--- src/rtl/ledger_line_renderer_pkg.sv ---
// ledger_line_renderer_pkg
// Shared definitions for the staff/ledger-line tile layer: tile code enum,
// screen/tile geometry and the tile-map address helper.
// No ports (package).
package ledger_line_renderer_pkg;

   typedef enum logic [1:0] {
      BLANK  = 2'd0,  // no line
      MIDDLE = 2'd1,  // line on glyph row 4
      ABOVE  = 2'd2,  // line on glyph row 0
      BELOW  = 2'd3   // line on glyph row 7
   } tile_code_e;

   localparam int unsigned TILE_SIZE = 8;
   localparam int unsigned H_TILES   = 80;
   localparam int unsigned V_TILES   = 60;
   localparam int unsigned H_PIXELS  = H_TILES * TILE_SIZE;  // also the scroll wrap modulus
   localparam int unsigned V_PIXELS  = V_TILES * TILE_SIZE;
   localparam int unsigned MAP_AW    = 13;

   // Row-major tile-map index: ty*H_TILES + tx.
   function automatic logic [MAP_AW-1:0] map_index(input logic [5:0] ty, input logic [6:0] tx);
      return MAP_AW'(ty) * MAP_AW'(H_TILES) + MAP_AW'(tx);
   endfunction

endpackage

--- src/rtl/ledger_line_renderer_scroll_wrap.sv ---
// ledger_line_renderer_scroll_wrap
// Combinational horizontal scroll: sx = (drawx + scroll) wrapped once modulo
// H_PIXELS, split into tile column and in-tile pixel column.
// Ports:
//   drawx  in  10  screen pixel column
//   scroll in  10  current scroll offset (always < H_PIXELS)
//   tx     out  7  tile column of the scrolled pixel
//   xin    out  3  pixel column inside the tile
module ledger_line_renderer_scroll_wrap
   import ledger_line_renderer_pkg::*;
(
   input  logic [9:0] drawx,
   input  logic [9:0] scroll,
   output logic [6:0] tx,
   output logic [2:0] xin
);

   logic [10:0] sum;
   logic [9:0]  sx;

   // A single subtract suffices for visible pixels since both operands are < H_PIXELS.
   always_comb begin
      sum = {1'b0, drawx} + {1'b0, scroll};
      sx  = sum[9:0];
      if (sum >= 11'(H_PIXELS)) begin
         sx = 10'(sum - 11'(H_PIXELS));
      end
   end

   assign tx  = sx[9:3];
   assign xin = sx[2:0];

endmodule

--- src/rtl/ledger_line_renderer.sv ---
// ledger_line_renderer
// Pixel-side reader for the staff/ledger-line tile layer. Three-stage pipeline:
//   edge N   : scroll + tile-map address, visibility
//   edge N+1 : tile map returns code (external sync RAM), glyph_addr driven
//   edge N+2 : glyph bit registered onto pixel_on / pixel_valid
// Optional feature macro: LEDGER_CURSOR_EN (adds cursor_col and a 32-frame blink
// that inverts the highlighted tile column).
// Ports:
//   Clk, Reset (async, active-high)
//   DrawX, DrawY, de      pixel position and display enable from the VGA controller
//   frame_start, scroll_in per-frame scroll load (values >= H_PIXELS ignored)
//   map_addr / map_code    tile-map RAM read port (code one cycle after address)
//   glyph_addr / glyph_data combinational glyph ROM port (bit 7 = leftmost pixel)
//   pixel_on, pixel_valid  output pixel and its visibility
//   cursor_col             highlighted tile column (LEDGER_CURSOR_EN only)
module ledger_line_renderer
   import ledger_line_renderer_pkg::*;
(
   input  logic              Clk,
   input  logic              Reset,
   input  logic [9:0]        DrawX,
   input  logic [9:0]        DrawY,
   input  logic              de,
   input  logic              frame_start,
   input  logic [9:0]        scroll_in,
   output logic [MAP_AW-1:0] map_addr,
   input  logic [1:0]        map_code,
   output logic [4:0]        glyph_addr,
   input  logic [7:0]        glyph_data,
   output logic              pixel_on,
   output logic              pixel_valid
`ifdef LEDGER_CURSOR_EN
   ,
   input  logic [6:0]        cursor_col
`endif
);

   logic [9:0]        scroll_q;
   logic [6:0]        tx;
   logic [2:0]        xin;
   logic              vis;
   logic [MAP_AW-1:0] map_addr_d, map_addr_q;
   logic [2:0]        xin_s1_q, yin_s1_q, xin_s2_q, yin_s2_q;
   logic              vis_s1_q, vis_s2_q;
   logic              pixel_on_d, pixel_on_q, pixel_valid_q;
   logic              cursor_hit;
   tile_code_e        code;

   ledger_line_renderer_scroll_wrap u_scroll_wrap (
      .drawx  (DrawX),
      .scroll (scroll_q),
      .tx     (tx),
      .xin    (xin)
   );

   // Scroll is per-frame; the pixel sampled on the frame_start edge still uses the old value.
   always_ff @(posedge Clk or posedge Reset) begin
      if (Reset) begin
         scroll_q <= '0;
      end else if (frame_start && (scroll_in < 10'(H_PIXELS))) begin
         scroll_q <= scroll_in;
      end
   end

   // Stage 1: visibility and tile-map address; invisible pixels park the address at 0.
   always_comb begin
      vis        = de && (DrawX < 10'(H_PIXELS)) && (DrawY < 10'(V_PIXELS));
      map_addr_d = '0;
      if (vis) begin
         map_addr_d = map_index(DrawY[8:3], tx);
      end
   end

   always_ff @(posedge Clk or posedge Reset) begin
      if (Reset) begin
         map_addr_q <= '0;
         xin_s1_q   <= '0;
         yin_s1_q   <= '0;
         vis_s1_q   <= 1'b0;
         xin_s2_q   <= '0;
         yin_s2_q   <= '0;
         vis_s2_q   <= 1'b0;
      end else begin
         map_addr_q <= map_addr_d;
         xin_s1_q   <= xin;
         yin_s1_q   <= DrawY[2:0];
         vis_s1_q   <= vis;
         // Stage 2: align with map_code coming back from the tile-map RAM.
         xin_s2_q   <= xin_s1_q;
         yin_s2_q   <= yin_s1_q;
         vis_s2_q   <= vis_s1_q;
      end
   end

   assign map_addr   = map_addr_q;
   assign code       = tile_code_e'(map_code);
   assign glyph_addr = {code, yin_s2_q};

`ifdef LEDGER_CURSOR_EN
   logic [6:0] tx_s1_q, tx_s2_q;
   logic [4:0] frame_cnt_q;
   logic       blink_q;

   always_ff @(posedge Clk or posedge Reset) begin
      if (Reset) begin
         tx_s1_q     <= '0;
         tx_s2_q     <= '0;
         frame_cnt_q <= '0;
         blink_q     <= 1'b0;
      end else begin
         tx_s1_q <= tx;
         tx_s2_q <= tx_s1_q;
         if (frame_start) begin
            frame_cnt_q <= frame_cnt_q + 5'd1;
            // Phase flips when the counter wraps, i.e. every 32 frames.
            if (frame_cnt_q == 5'd31) begin
               blink_q <= ~blink_q;
            end
         end
      end
   end

   assign cursor_hit = blink_q && (tx_s2_q == cursor_col);
`else
   assign cursor_hit = 1'b0;
`endif

   // Stage 3: pick the glyph bit (bit 7 is the leftmost pixel of the row).
   always_comb begin
      pixel_on_d = vis_s2_q && (glyph_data[3'd7 - xin_s2_q] ^ cursor_hit);
   end

   always_ff @(posedge Clk or posedge Reset) begin
      if (Reset) begin
         pixel_on_q    <= 1'b0;
         pixel_valid_q <= 1'b0;
      end else begin
         pixel_on_q    <= pixel_on_d;
         pixel_valid_q <= vis_s2_q;
      end
   end

   assign pixel_on    = pixel_on_q;
   assign pixel_valid = pixel_valid_q;

endmodule

--- config.mk ---
export PLATFORM = sky130hd
export DESIGN_NAME = ledger_line_renderer
export DESIGN_NICKNAME = d
export VERILOG_FILES = /design/src/rtl/ledger_line_renderer_pkg.sv /design/src/rtl/ledger_line_renderer_scroll_wrap.sv /design/src/rtl/ledger_line_renderer.sv
export SDC_FILE = /design/constraint.sdc
export NUM_CORES = 1
export LEC_CHECK = 0
export CORE_UTILIZATION = 51
export CTS_BUF_LIST = sky130_fd_sc_hd__clkbuf_4 sky130_fd_sc_hd__clkbuf_8 sky130_fd_sc_hd__clkbuf_16
export DETAILED_ROUTE_END_ITERATION = 16
export PLACE_DENSITY = 0.85
export SLEW_MARGIN = 20
export SYNTH_ARGS = -nofsm -noshare
export SYNTH_HDL_FRONTEND = slang
export SYNTH_SLANG_ARGS = --single-unit
--- constraint.sdc ---
create_clock -name Clk -period 11.87 [get_ports Clk]
set_input_delay 3.561 -clock Clk [delete_from_list [all_inputs] [get_ports Clk]]
set_output_delay 3.561 -clock Clk [all_outputs]
set_load 0.02 [all_outputs]
==> results.ini <==
[floorplanning]
die_y_um=68.33
rows=23
ioPinCount=64
design.die.area_mm2=0.004668
coreArea_mm2=0.004115
initial_core_util=0.5452
die_x_um=68.33

[synthesis]
synth_edf_count=0
synth-simple-area-share=0.1037
synthMuxAreaShare=0.06972
yosys_warnings=0
syn_area_per_cell_um2=11.81
synth-compound-area-share=0.1534
syn_area_mm2=0.002243
syn_nets=259
synth_top_area_frac=0.4350
yosys.area.top_type=dfrtp_1
synth_area_leaders=dfrtp_1 (44%), ha_1 (12%), mux2_2 (4.5%), xnor2_1 (3.1%), fa_1 (2.7%)
synth_cell_type_count=45
synth_fa_ha_area_frac=0.1495
synth_seq_area_share=0.4350
synth_top_family_by_area=compound AO/OA/AOI/OAI gates
syn_inst=190
synth-xor-area-share=0.06191
synth-seq-cells=39
ys.flop_type=dfrtp_1
async_flop_share=1.000

[worst_hold_path]
hold_path.class=reg2reg
worstHoldStart=vis_s1_q

[final_layout]
stdcell_count=305
utilization=0.7227
final_common_cell=clkdlybuf4s50_1
area_growth_pct=32.57
fin_nets=323
antenna_cells=0
drive_above_1_share=0.1098
final_cell_mix=clkdlybuf4s50_1 (59), dfrtp_1 (39), ha_1 (22)

[route]
vias=1649
drtPass1Iterations=4
first_iter_violations=104
drc=0
antenna_left=0
drt_wl_total_mm=4.062
vias_per_cell=5.407
wire_per_inst_um=13.32

[global_route]
grt_pass1_wl_mm=6.755
first_global_vias=1612
overflow=0
grt_max_degree=40
grtUsageTotal=0.2007
antenna_found_initial=0

[worst_setup_path]
cp-startpoint=DrawX[0]
worstPathArrival_ps=7800
critical_path.max_stage_delay_ps=410
worstSetupEndpointType=register
worstPathCellList=clkdlybuf4s50_1 > ha_1 > fa_1 > a211oi_2 > o21ai_0 > a31oi_1 > xnor2_1 > inv_1 > ha_1 > o211a_1 > a211oi_2 > ha_1 > inv_1 > fa_1 > nor2b_1 > o21ai_0 > nor3b_1 > nand3_1 > a21oi_1
start_kind=input pin
crit_required_ps=12080
cpLargestDelayFamily=adder cells
path_buf_inv=3
r2r-start=scroll_q[0]
slowest_stage=fa_1
critPathKind=in2reg
path_common_cell=ha_1
crit_fanout=6

[sta]
rsz0062_at_grt=no
fmax_mhz=131.7
worst_slew_pin_slew_ps=718.8
finalClockSkew_ps=4.572
setup_viol=0
drv_slew=0
final.setup.worst_slack_ps=4280
tns_ps=0
finalHoldViolCount=0
relSlewSlack=0.5176
post-route-period-util=0.6394
min_period_ps=7590

[placement]
portBuffers=59
gp_congestion=0.7566
placedCellCount=297
place_ws_ps=3986
dp_hpwl_mm=3.304

[clocking]
cts_buffer_depth=2
clock_latency_ps=290
cts_buffers=5
htreeDepth=2
cts_sinks=39
post_cts_buffers=0
cts_resized=0
clkTransAtPathRegs_ps=70
cts_tree=built
root_buffer=clkbuf_8
holdBufCountCts=0

[power_and_ir_drop]
ir_drop_mv=0.08743
power_w=0.0004381
leakage_nw=1.337
p_per_area_mw_per_mm2=147.3

[outcome]
status=finished clean

[flow_run]
timing.max_cap.violations=0

-- flip-flops by register name, indices dropped and copies added, names as in the netlist --
register     count
yin_s1_q         3
xin_s1_q         3
vis_s2_q         1
vis_s1_q         1
map_addr        13
pixel_on         1
xin_s2_q         3
yin_s2_q         3
pixel_valid      1
scroll_q        10
-- final timing paths --
kind | slack (ps) | to | cells after the start
max | 4280 | map_addr[12] | 19
max in group asynchronous | 7860 | scroll_q[8] | 3
max reg2reg | 7580 | map_addr[12] | 18
min reg2reg | 350 | vis_s2_q | 0
min | 350 | vis_s2_q | 0
min in group asynchronous | 3690 | yin_s1_q[2] | 3
-- Yosys cell counts, drive strengths merged (2+ instances only) --
master  instances
dfrtp          39
ha             22
nor2           15
inv            11
a21oi           9
mux2            9
a21o            8
xnor2           8
o21ai           7
xor2            7
nand3           4
nor2b           4
fa              3
nor3            3
o211ai          3
a211oi          2
a31oi           2
and3            2
buf             2
mux4            2
nand2           2
nand4           2
nor3b           2
o211a           2
o21a            2
or2             2
-- where the power goes --
| group | total [W] | internal, W | switching (W) |
|---|---|---|---|
| Combinational | 0.000193 | 0.0000962 | 0.0000964 |
| Sequential | 0.000158 | 0.000150 | 0.00000755 |
| Clock | 0.0000879 | 0.0000433 | 0.0000446 |
| Total | 0.000438 | 0.000290 | 0.000149 |
-- kinds of logic after synthesis --
kind of cell	after synthesis
AO/OA/AOI/OAI	42
XOR/XNOR	15
adder cells (fa/ha/maj)	25
buffers and inverters	14
flip-flops	39
multiplexers	12
AND/OR/NAND/NOR	43
-- routing by layer --
layer	share of wire	vias up	GRT usage
met1	0.42	779	0.2286
met2	0.51	51	0.3566
li1	-	813	-
met5	0	-	0
met3	0.053	6	0.05833
met4	0.013	0	0.06510
-- layout make-up --
type	count	area, um2
Sequential cell	39	975.9
Multi-Input combinational cell	137	1207
Inverter	11	41.29
Clock buffer	6	76.32
Fill cell	309	1141
Tap cell	50	62.56
Timing Repair Buffer	60	598.1
Clock inverter	2	12.51
-- metrics by stage --
step	hold WS, ps	cell area (um2)
6_report	350.9	2974
5_1_grt	352.6	2974
4_1_cts	352.9	2974
3_5_place_dp	335.5	2885
3_3_place_gp	332.6	2885
2_1_floorplan	331.2	2243
(Power assumes the default switching activity.)
